===== config.mk =====
export PLATFORM = sky130hd
export DESIGN_NAME = ssm4_iter
export DESIGN_NICKNAME = d
export VERILOG_FILES = /design/src/rtl/ssm4_iter.sv
export SDC_FILE = /design/constraint.sdc
export NUM_CORES = 1
export LEC_CHECK = 0
export CAP_MARGIN = 40
export CORE_MARGIN = 3
export CORE_UTILIZATION = 25
export DETAILED_ROUTE_END_ITERATION = 12
export DONT_BUFFER_PORTS = 1
export GPL_TIMING_DRIVEN = 0
export PLACE_DENSITY = 0.36
export RECOVER_POWER = 50
export SYNTH_ARGS = -nofsm -noshare
export SYNTH_HDL_FRONTEND = slang
export SYNTH_SLANG_ARGS = --single-unit

===== constraint.sdc =====
create_clock -name g_clk -period 6.3 [get_ports g_clk]
set_input_delay 1.575 -clock g_clk [delete_from_list [all_inputs] [get_ports g_clk]]
set_output_delay 1.575 -clock g_clk [all_outputs]
set_load 0.05 [all_outputs]

===== src/rtl/ssm4_iter.sv =====
// ssm4_iter: multi-cycle SM4 T-transform unit, result = rs1 ^ L(tau(rs2)).
// Processes LANES S-box bytes per cycle over CYCLES = 4/LANES compute cycles.
// Supports the encrypt/decrypt (ED) and key-schedule (KS) linear layers.
//
// Ports:
//   g_clk      in   1   clock, rising edge
//   g_resetn   in   1   asynchronous active-low reset
//   in_valid   in   1   operation request
//   in_ready   out  1   unit can accept a request (registered)
//   rs1        in   32  accumulator / XOR operand
//   rs2        in   32  S-box input word
//   op_ks      in   1   select KS linear layer (wins over op_ed)
//   op_ed      in   1   select ED linear layer
//   out_valid  out  1   result available (registered)
//   out_ready  in   1   consumer accepts result
//   result     out  32  writeback value (registered, 0 outside DONE)
module ssm4_iter #(
  parameter int unsigned LANES = 1
) (
  input  logic        g_clk,
  input  logic        g_resetn,
  input  logic        in_valid,
  output logic        in_ready,
  input  logic [31:0] rs1,
  input  logic [31:0] rs2,
  input  logic        op_ks,
  input  logic        op_ed,
  output logic        out_valid,
  input  logic        out_ready,
  output logic [31:0] result
);

  localparam int unsigned CYCLES = 4 / LANES;
  localparam int unsigned CNT_W  = 2;
  localparam logic [CNT_W-1:0] CNT_LAST = CNT_W'(CYCLES - 1);

  if (!(LANES == 1 || LANES == 2 || LANES == 4)) begin : g_bad_lanes
    $error("ssm4_iter: LANES must be 1, 2 or 4");
  end

  // Standard SM4 S-box
  localparam logic [7:0] SBOX [256] = '{
    8'hd6, 8'h90, 8'he9, 8'hfe, 8'hcc, 8'he1, 8'h3d, 8'hb7, 8'h16, 8'hb6, 8'h14, 8'hc2, 8'h28, 8'hfb, 8'h2c, 8'h05,
    8'h2b, 8'h67, 8'h9a, 8'h76, 8'h2a, 8'hbe, 8'h04, 8'hc3, 8'haa, 8'h44, 8'h13, 8'h26, 8'h49, 8'h86, 8'h06, 8'h99,
    8'h9c, 8'h42, 8'h50, 8'hf4, 8'h91, 8'hef, 8'h98, 8'h7a, 8'h33, 8'h54, 8'h0b, 8'h43, 8'hed, 8'hcf, 8'hac, 8'h62,
    8'he4, 8'hb3, 8'h1c, 8'ha9, 8'hc9, 8'h08, 8'he8, 8'h95, 8'h80, 8'hdf, 8'h94, 8'hfa, 8'h75, 8'h8f, 8'h3f, 8'ha6,
    8'h47, 8'h07, 8'ha7, 8'hfc, 8'hf3, 8'h73, 8'h17, 8'hba, 8'h83, 8'h59, 8'h3c, 8'h19, 8'he6, 8'h85, 8'h4f, 8'ha8,
    8'h68, 8'h6b, 8'h81, 8'hb2, 8'h71, 8'h64, 8'hda, 8'h8b, 8'hf8, 8'heb, 8'h0f, 8'h4b, 8'h70, 8'h56, 8'h9d, 8'h35,
    8'h1e, 8'h24, 8'h0e, 8'h5e, 8'h63, 8'h58, 8'hd1, 8'ha2, 8'h25, 8'h22, 8'h7c, 8'h3b, 8'h01, 8'h21, 8'h78, 8'h87,
    8'hd4, 8'h00, 8'h46, 8'h57, 8'h9f, 8'hd3, 8'h27, 8'h52, 8'h4c, 8'h36, 8'h02, 8'he7, 8'ha0, 8'hc4, 8'hc8, 8'h9e,
    8'hea, 8'hbf, 8'h8a, 8'hd2, 8'h40, 8'hc7, 8'h38, 8'hb5, 8'ha3, 8'hf7, 8'hf2, 8'hce, 8'hf9, 8'h61, 8'h15, 8'ha1,
    8'he0, 8'hae, 8'h5d, 8'ha4, 8'h9b, 8'h34, 8'h1a, 8'h55, 8'had, 8'h93, 8'h32, 8'h30, 8'hf5, 8'h8c, 8'hb1, 8'he3,
    8'h1d, 8'hf6, 8'he2, 8'h2e, 8'h82, 8'h66, 8'hca, 8'h60, 8'hc0, 8'h29, 8'h23, 8'hab, 8'h0d, 8'h53, 8'h4e, 8'h6f,
    8'hd5, 8'hdb, 8'h37, 8'h45, 8'hde, 8'hfd, 8'h8e, 8'h2f, 8'h03, 8'hff, 8'h6a, 8'h72, 8'h6d, 8'h6c, 8'h5b, 8'h51,
    8'h8d, 8'h1b, 8'haf, 8'h92, 8'hbb, 8'hdd, 8'hbc, 8'h7f, 8'h11, 8'hd9, 8'h5c, 8'h41, 8'h1f, 8'h10, 8'h5a, 8'hd8,
    8'h0a, 8'hc1, 8'h31, 8'h88, 8'ha5, 8'hcd, 8'h7b, 8'hbd, 8'h2d, 8'h74, 8'hd0, 8'h12, 8'hb8, 8'he5, 8'hb4, 8'hb0,
    8'h89, 8'h69, 8'h97, 8'h4a, 8'h0c, 8'h96, 8'h77, 8'h7e, 8'h65, 8'hb9, 8'hf1, 8'h09, 8'hc5, 8'h6e, 8'hc6, 8'h84,
    8'h18, 8'hf0, 8'h7d, 8'hec, 8'h3a, 8'hdc, 8'h4d, 8'h20, 8'h79, 8'hee, 8'h5f, 8'h3e, 8'hd7, 8'hcb, 8'h39, 8'h48
  };

  typedef enum logic [1:0] {
    S_IDLE = 2'd0,
    S_BUSY = 2'd1,
    S_DONE = 2'd2
  } state_t;

  state_t           r_state;
  logic [31:0]      r_acc;
  logic [31:0]      r_rs2;
  logic             r_ks;
  logic [CNT_W-1:0] r_cnt;
  logic [31:0]      w_contrib;
  logic             w_unused_op_ed;

  // ED is the default layer whenever op_ks is clear, so op_ed carries no extra information.
  assign w_unused_op_ed = op_ed;

  // ED linear layer
  function automatic logic [31:0] lin_ed(input logic [31:0] x);
    return x ^ {x[29:0], x[31:30]} ^ {x[21:0], x[31:22]}
             ^ {x[13:0], x[31:14]} ^ {x[7:0], x[31:8]};
  endfunction

  // KS linear layer
  function automatic logic [31:0] lin_ks(input logic [31:0] x);
    return x ^ {x[18:0], x[31:19]} ^ {x[8:0], x[31:9]};
  endfunction

  // Rotate left by whole bytes (0..3)
  function automatic logic [31:0] rol_bytes(input logic [31:0] x, input logic [1:0] n);
    logic [31:0] y;
    case (n)
      2'd1:    y = {x[23:0], x[31:24]};
      2'd2:    y = {x[15:0], x[31:16]};
      2'd3:    y = {x[7:0],  x[31:8]};
      default: y = x;
    endcase
    return y;
  endfunction

  // Contribution of one byte: rol(Lx(zext(sbox(byte))), 8*idx)
  function automatic logic [31:0] byte_contrib(input logic [31:0] w, input logic [1:0] idx,
                                               input logic ks);
    logic [7:0]  b;
    logic [31:0] z;
    b = w[{idx, 3'b000} +: 8];
    z = {24'd0, SBOX[b]};
    return rol_bytes(ks ? lin_ks(z) : lin_ed(z), idx);
  endfunction

  // XOR of this cycle's LANES contributions; lane l handles byte r_cnt*LANES + l
  always_comb begin
    w_contrib = '0;
    for (int unsigned l = 0; l < LANES; l++) begin
      w_contrib = w_contrib ^ byte_contrib(r_rs2, 2'(32'(r_cnt) * LANES + l), r_ks);
    end
  end

  // Control FSM with registered handshake and result outputs
  always_ff @(posedge g_clk or negedge g_resetn) begin
    if (!g_resetn) begin
      r_state   <= S_IDLE;
      r_acc     <= '0;
      r_rs2     <= '0;
      r_ks      <= 1'b0;
      r_cnt     <= '0;
      in_ready  <= 1'b1;
      out_valid <= 1'b0;
      result    <= '0;
    end else begin
      case (r_state)
        S_IDLE: begin
          if (in_valid) begin
            r_acc    <= rs1;
            r_rs2    <= rs2;
            r_ks     <= op_ks;
            r_cnt    <= '0;
            in_ready <= 1'b0;
            r_state  <= S_BUSY;
          end
        end
        S_BUSY: begin
          r_acc <= r_acc ^ w_contrib;
          r_cnt <= r_cnt + CNT_W'(1);
          if (r_cnt == CNT_LAST) begin
            out_valid <= 1'b1;
            result    <= r_acc ^ w_contrib;
            r_state   <= S_DONE;
          end
        end
        S_DONE: begin
          if (out_ready) begin
            out_valid <= 1'b0;
            result    <= '0;
            in_ready  <= 1'b1;
            r_state   <= S_IDLE;
          end
        end
        default: begin
          out_valid <= 1'b0;
          result    <= '0;
          in_ready  <= 1'b1;
          r_state   <= S_IDLE;
        end
      endcase
    end
  end

endmodule


* After elaboration in Yosys (flattened, before gate mapping)
Memory sizes are Yosys's and may differ from the RTL's.
Cells that the tools add are included.
** Operators by class
- Add/sub/neg operators :: 1
- Multipliers :: 0
- Div/mod/pow operators :: 0
- Order comparisons :: 1
- Eq/ne operators :: 8
- Shift operators :: 1
- Muxes and demuxes :: 21
- Bitwise gates (word level) :: 10
- Reduce and logical (&&, ||, !) cells :: 7
** Operators with widths (number)
- 32-bit one-hot mux with 3 select lines :: 2
- 32-bit 2-to-1 mux :: 4
- 32-bit one-hot mux with 2 select lines :: 1
- 32-bit by 6-bit indexed part select with 8-bit output :: 1
- 26-bit by 32-bit XOR with 32-bit output :: 1
- 32-bit XOR :: 1
- 21-bit by 31-bit XOR with 31-bit output :: 1
- 18-bit by 26-bit XOR with 26-bit output :: 1
- 8-bit by 21-bit XOR with 21-bit output :: 1
- 10-bit by 18-bit XOR with 18-bit output :: 1
- 8-bit 2-to-1 mux :: 2
- 8-bit by 10-bit XOR with 10-bit output :: 1
- 9-bit >= comparator, second input constant :: 1
- 8-bit NOT with 9-bit output :: 1
- 3-bit AND reduction :: 3
- 2-bit 2-to-1 mux :: 4
- 2-bit == test, second input constant :: 3
- 1-bit one-hot mux with 3 select lines :: 2
- 2-bit one-hot mux with 3 select lines :: 1
- 2-bit by 1-bit == test with 1-bit output, second input constant :: 2
- 1-bit 2-to-1 mux :: 4
- 2-bit != test, second input constant :: 2
- 2-bit one-hot mux with 2 select lines :: 1
- 2-bit AND reduction :: 2
- 5 further kinds :: 6
** Word-level totals
- Flip-flop bits (word level) :: 103
- Bits in latches :: 0
- Bits in writable memories :: 0
- ROM bits :: 2048
- Input bits :: 70
- Memories kept :: 1
** Memory list
- (no name shown) :: depth 256, bits a word 8, read ports 1, clocked after Yosys merged registers in 0, write ports 0, RTL line 107 : z = {24'd0, SBOX[b]};

* Logic depth before layout (Yosys ltp)
- Depth in word-level cells :: 14
- Depth in mapped cells :: 20

* Least setup slack after synthesis
OpenSTA, ideal clock, no wires.
- Path kind :: register -> register
- Start :: register r_cnt[0]
- End :: register r_acc[0]
- Data arrival time :: 4.326 ns
- Required time :: 6.177 ns
- Path slack :: 1.851 ns
- Cell stages (with the launch flop) :: 19
- Clock period less this slack :: 4.449 ns
- Cell sequence :: dfrtp_1 -> buf_6 -> mux4_2 -> buf_2 -> inv_1 -> ha_1 -> or2_2 -> o22ai_1 -> clkbuf_1 -> a211oi_1 -> o2111ai_1 -> nand3_1 -> a32oi_2 -> xor2_1 -> o21ai_1 -> a211oi_1 -> a21oi_1 -> o21a_1 -> o221a_1
** On the way
- Longest elaborated chain between the ends :: 13
- Elaborated cells between the ends (all ways) :: 18
** Ends and longest elaborated chain
- start: declaration :: RTL line 71 : logic [CNT_W-1:0] r_cnt;
- start signal: assignment :: RTL line 144 : r_cnt <= r_cnt + CNT_W'(1);
- 32-bit by 6-bit indexed part select with 8-bit output :: RTL line 106 : b = w[{idx, 3'b000} +: 8];
- 8-bit NOT with 9-bit output (not written as such) :: RTL line 107
- memory read 256 x 8 bit
- 8-bit 2-to-1 mux (not written as such) (2 in series) :: RTL line 107
- 8-bit by 10-bit XOR with 10-bit output :: RTL line 80 : return x ^ {x[29:0], x[31:30]} ^ {x[21:0], x[31:22]}
- 10-bit by 18-bit XOR with 18-bit output :: RTL line 80
- 18-bit by 26-bit XOR with 26-bit output :: RTL line 81 : ^ {x[13:0], x[31:14]} ^ {x[7:0], x[31:8]};
- 26-bit by 32-bit XOR with 32-bit output :: RTL line 81
- 32-bit 2-to-1 mux :: RTL line 108 : return rol_bytes(ks ? lin_ks(z) : lin_ed(z), idx);
- 32-bit one-hot mux with 3 select lines * :: RTL line 92 : case (n)
- 32-bit XOR * :: RTL line 143 : r_acc <= r_acc ^ w_contrib;
- 32-bit one-hot mux with 2 select lines * :: RTL line 131 : case (r_state)
- end signal: assignment :: RTL line 134 : r_acc <= rs1;
- end signal: assignment :: RTL line 143
- end: declaration :: RTL line 68 : logic [31:0] r_acc;
Every way passes the cells marked *; elsewhere a longest branch is shown, timed or not. The select of a mux whose other input is x is not followed.
A chain may end at the register's enable or synchronous reset.

* Worst setup path after layout
- Start :: register r_cnt[0]
- End :: register r_acc[4]
Same word-level chain as after synthesis.

==> impl_metrics.ini <==
[timing]
finalHoldViolCount = 0
worst_slew_pin_slew_ns = 0.959
finalCritPeriodShare_pct = 97.5
slew_viol_final = 0
fin_skew_ns = 0.0157
rsz0062_at_grt = false
post-route-min-period_ns = 6.15
fmax_mhz = 163
relSlewSlack_pct = 36.1
setup-violations-final = 0

[cts]
cts_root_buf = clkbuf_16
clk_latency_ns = 0.37
postCtsHoldBufs = 0
cts_buffer_depth = 2
h-tree-depth = 3
cts_made_buffers = 9
path_clk_slew_ns = 0.08
cts_sinks = 103
cts_tree = yes

[finish]
drive_above_1_share_pct = 11.6
fin_cells = 1874
areaGrowthSynthToFinish_pct = 11.2
final_common_cell = nand2_1
fillCellCount = 4389
mostFrequentLayoutCells = 233 x nand2_1, 102 x dfrtp_1, 87 x a21oi_1, 84 x nor2_1, 67 x clkbuf_1
seq_area_sq_um = 2580
finish.utilization_pct = 28.3
multiInputGateArea_sq_um = 6930
nNetsFinal = 1431

[grt]
grt_max_degree = 104
first_global_vias = 11600
top_usage_layer = met2
grt_util_met1_pct = 34.7
grt_pass1_wl_um = 83200
grt-ovfl-total = 0
track_usage_pct = 25.7
antenna_found_initial = 2
use_met2_pct = 36.9
use_met3_pct = 8.96

[yosys]
synth_area_leaders = dfrtp_1 25%, nand2_1 8.6%, a21oi_1 4.3%, o21ai_0 3.2%, nor2_1 3.1%
ys_seq_elements = 103
ys_warn_count = 0
synth_edf_count = 0
synth_top_cell_area_share_pct = 25.1
syn_nets = 1408
seq_area_frac_synth_pct = 25.4
synth_top_cell_by_area = dfrtp_1
syn_area_per_cell_sq_um = 7.69
syn_inst = 1320
ys.flop_type = dfrtp_1
synth_cell_type_count = 99
syn_area_sq_um = 10200
synthArstFlopShare_pct = 100

[floorplan]
io_pins = 104
fp-row-count = 73
core_sq_um = 39900
die_area_sq_um = 43100
fp.dieH_um = 208
die_x_um = 208
start_util_pct = 25.4

[critical_path]
startpoint = r_cnt[0]
cp_max_fo = 16
reg2reg_depth = 16
worstSetupPathType = reg2reg
cp-start-kind = register
reg2reg_slack_ns = 0.15
rr_endpoint = r_acc[4]
setup.worst_path.end_class = register
cp.arrival_ns = 6.43
crit_required_ns = 6.59
timing.rr.start = r_cnt[0]
crit_end = r_acc[4]

[job]
maxCapViolCount = 0

[detailed_routing]
drt_first_iter_violations = 1693
drc = 0
vias_per_cell = 6.30
wire_per_inst_um = 30.6
drtPass1Iterations = 7
drtAntennaViolNets = 0
via_count = 11800
wirelength_um = 57300

[hold_path]
hp-start = r_rs2[26]
hp-class = reg2reg

[placement]
dp_hpwl_um = 41800
gp_congestion = 1.07
portBuffers = 0
placedCellCount = 1852

[outcome]
status = complete, no violations
[critical path, stage by stage, from the launching register on]
cell and delay, ns:
dfrtp_1 0.50, mux4_2 0.44, clkbuf_1 0.39, buf_4 0.34
buf_2 0.45, ha_1 0.25, clkbuf_1 0.62, o21ai_0 0.27
o311ai_1 0.62, a31oi_1 0.20, a211oi_4 0.55, inv_2 0.17
mux2_2 0.34, or2_1 0.21, a32o_1 0.26, a211o_1 0.30
a21oi_1 0.13
[layer usage]
layer  wire length [um]  share of wire [%]  vias to the layer above
met1              24000                 42                     5753
met4               3180                5.5                        2
li1                   -                  -                     4967
met2              23300                 41                      844
met3               6800                 12                      233
met5                 20              0.035                        -
[timing repair]
action,in CTS,in global routing
setup buffers,0,5
endpoints found under the setup margin,0,58
gates resized for setup,0,19
endpoints found under the hold margin,0,0
[registers in the layout, indices dropped and copies added (netlist names)]
register	count
r_acc	32
r_rs2	32
result	32
r_cnt	2
r_state	2
in_ready	1
out_valid	1
r_ks	1
[logic make-up after synthesis]
family	share of synthesized area, %
mux	6.15
xor+xnor	3.77
fa+ha+maj	2.22
buf+inv	6.68
flops	25.4
simple gates	21.9
compound gates	33.9
[worst min-delay path by stage]
| stage | endpoint | slack (ns) | cells after the start |
|---|---|---|---|
| 2_1_floorplan | r_rs2[18] | 0.44 | 2 |
| 3_3_place_gp | r_rs2[16] | 0.46 | 2 |
| 3_5_place_dp | r_rs2[17] | 0.46 | 2 |
| 4_1_cts | r_rs2[17] | 0.48 | 2 |
| 5_1_grt | r_rs2[10] | 0.52 | 2 |
| 6_report | r_rs2[26] | 0.48 | 2 |
[final cells by class]
cell class,instances,share of cell area (%)
antenna,1,0.0222
clock buffer,10,2.12
buffer,121,5.18
tap,525,5.82
timing repair buffer,12,0.975
clock inverter,6,0.654
multi-input combinational,1071,61.4
sequential,103,22.8
inverter,25,1.02
[metrics by stage]
step | hold WS [ns] | setup WS, ns | cell area, sq um | setup TNS, ns
2_1_floorplan | 0.440 | 1.85 | 10200 | 0
3_3_place_gp | 0.459 | -0.106 | 10800 | -0.509
3_5_place_dp | 0.464 | 0.0985 | 10900 | 0
4_1_cts | 0.484 | 0.0609 | 11200 | 0
5_1_grt | 0.521 | 0.0357 | 11300 | 0
6_report | 0.480 | 0.155 | 11300 | 0
[Yosys cell counts, drive strengths merged, types with 12 or more instances]
cell,count
clkbuf,71
nand2b,31
nor2,87
nand2,234
or2,13
a221oi,18
o221a,15
ha,18
nor3,26
o21a,15
a21oi,91
xnor2,22
o211ai,22
nor2b,16
o22ai,19
o31ai,18
xor2,20
o21ai,85
mux2i,30
o311ai,12
a31oi,21
buf,50
a22oi,17
a211oi,20
nand3,32
dfrtp,102
inv,20
a311oi,15
and2,13
Power is left out: the tool's default activity adds up to more than one toggle a clock period on the data nets, which glitch-free logic cannot reach.
==> RTL change (same settings) <==
Encoding of `state_t`: now one-hot (3 bits for 3 states).
--- a/src/rtl/ssm4_iter.sv
+++ b/src/rtl/ssm4_iter.sv
@@ -60,6 +60,6 @@
 
-  typedef enum logic [1:0] {
-    S_IDLE = 2'd0,
-    S_BUSY = 2'd1,
-    S_DONE = 2'd2
+  typedef enum logic [2:0] {
+    S_IDLE = 3'b001,
+    S_BUSY = 3'b010,
+    S_DONE = 3'b100
   } state_t;
Formal check against the unedited RTL: same outputs for any inputs over 4 cycles, from zero or initial values and one cycle with g_resetn low; so few cycles prove little.
==> RTL change against the original RTL <==
- design area rose by 2.6%
- sequential cell count grew 1
- routed wire length increased by 20%
- worst setup slack lost 0.096 ns
- die area rose by 2.1%
- global-route usage rose by 4.6 points
- via count grew 4.8%
- critical path depth unchanged
- synthesized area increased by 2.1%
- synthesized cell count up 3.2%
- critical endpoint is now r_acc[16]
- largest cell class unchanged
Power is not shown: default switching activity piles up to over one toggle a cycle in this logic, so the estimate is an artifact.
==> RTL change: results (changes against the original RTL) <==
layout cell share with drive strength beyond 1 12.5% (+0.84 points); Metal-1 WL 30.4 mm (+27%); Cell Area, Placed 0.0112 sq mm (+2.7%); per-cell routed wire length 35.8 um (+17%); most frequent cells after synthesis nand2_1 (211), dfrtp_1 (102), o21ai_0 (86); largest registers r_acc (32), r_rs2 (32), result (32); R2R cell count 16 (unchanged); Detailed Routing Iterations Pass 1 6 (-1); fin crit share 99.1% (+1.5 points); via/cell ratio 6.44 (+2.3%); R2R Setup Slk 0.06 ns (-0.10 ns); post-synth cell types 100 (+1.0%); GRT Overall Usage 30.3% (+4.6 points); gpl congestion 1.02 (-4.6%); dpl cells 1902 (+2.7%); clk slew on worst S/H paths 0.08 ns (about the same); Worst EP arrival 6.51 ns (+0.08 ns); # fillers 4545 (+3.6%); largest net degree at the start of global routing 105 (+0.96%); outcome finished, final reports clean; met3 WL 6.85 mm (+0.69%); met2 GRT Util 43.5% (+6.6 points); multi-input logic area 0.00713 sq mm (+2.9%); first-pass GRT wire length 96.2 mm (+16%); Via Count 12400 (+4.8%); met3 Resource Use GR 5.99% (-3.0 points); post-synthesis sequential area ratio 25.1% (-0.27 points); post-place setup slack -0.642 ns (-0.741 ns); met2 WL 28.4 mm (+22%); GRT met1 Usage 44.5% (+9.8 points); Hold Slack 0.474 ns (-0.00575 ns); Mapped Cells 1362 (+3.2%); DRT iter0 DRCs 1866 (+10%); Layout Skew 0.0223 ns (+0.00663 ns); reg2reg end r_acc[16]; dominant cells by area after synthesis dfrtp_1 (25%), nand2_1 (7.6%), o21ai_0 (4.1%); initial antenna violation count 5 (+3); hpwl dp 52.0 mm (+24%); Tightest Pin Transition 0.959 ns (-0.000179 ns); Net count, final 1476 (+3.1%); worst-path maximum fanout 19 (+3)
## RTL change: cells by family (layout without fill, tap and decap cells)
family,Yosys count,in the layout,share of synthesized area (%)
and+or+nand+nor,506,506,23.4
AOI/OAI and AO/OA,495,495,33.4
buffers and inverters,152,183,6.80
DFF,104,104,25.1
muxes,49,49,5.87
xor gates and xnor gates,38,38,3.28
adders and majority gates,18,18,2.17
other,0,2,0
## RTL change: worst min-delay path by stage
stage,from,to,cells after the start
2_1_floorplan,r_rs2[16],r_rs2[16],2
3_3_place_gp,r_rs2[0],r_rs2[0],2
3_5_place_dp,r_rs2[7],r_rs2[7],2
4_1_cts,r_rs2[7],r_rs2[7],2
5_1_grt,r_rs2[7],r_rs2[7],2
6_report,r_rs2[7],r_rs2[7],2
## RTL change: repair_timing
| action | in CTS | in global routing |
|---|---|---|
| gates resized for setup | 8 | 19 |
| buffers inserted | 2 | 1 |
| endpoints found under the setup margin | 63 | 57 |
| pin swaps | 0 | 1 |
## RTL change: area by class of cell
| type | count | share of cell area (%) |
|---|---|---|
| diodes | 2 | 0.0432 |
| plain buffers | 125 | 5.33 |
| clock buffers | 9 | 1.94 |
| clock inverters | 7 | 0.788 |
| inverters | 24 | 0.842 |
| multi-input cells | 1106 | 61.5 |
| flip-flops and latches | 104 | 22.5 |
| well taps | 525 | 5.67 |
| repair buffers | 18 | 1.39 |
## RTL change: worst max-delay path: stages, from the launching register on
cell       delay [ns]
dfrtp_2          0.49
buf_6            0.18
mux4_2           0.47
buf_2            0.53
buf_8            0.23
ha_1             0.17
clkbuf_1         0.67
nor3b_1          0.22
a2111oi_0        0.86
a31oi_1          0.24
o22ai_1          0.35
a211oi_2         0.18
nor2_1           0.50
mux2i_1          0.17
nor3_2           0.49
nor2_1           0.11
a211oi_1         0.25
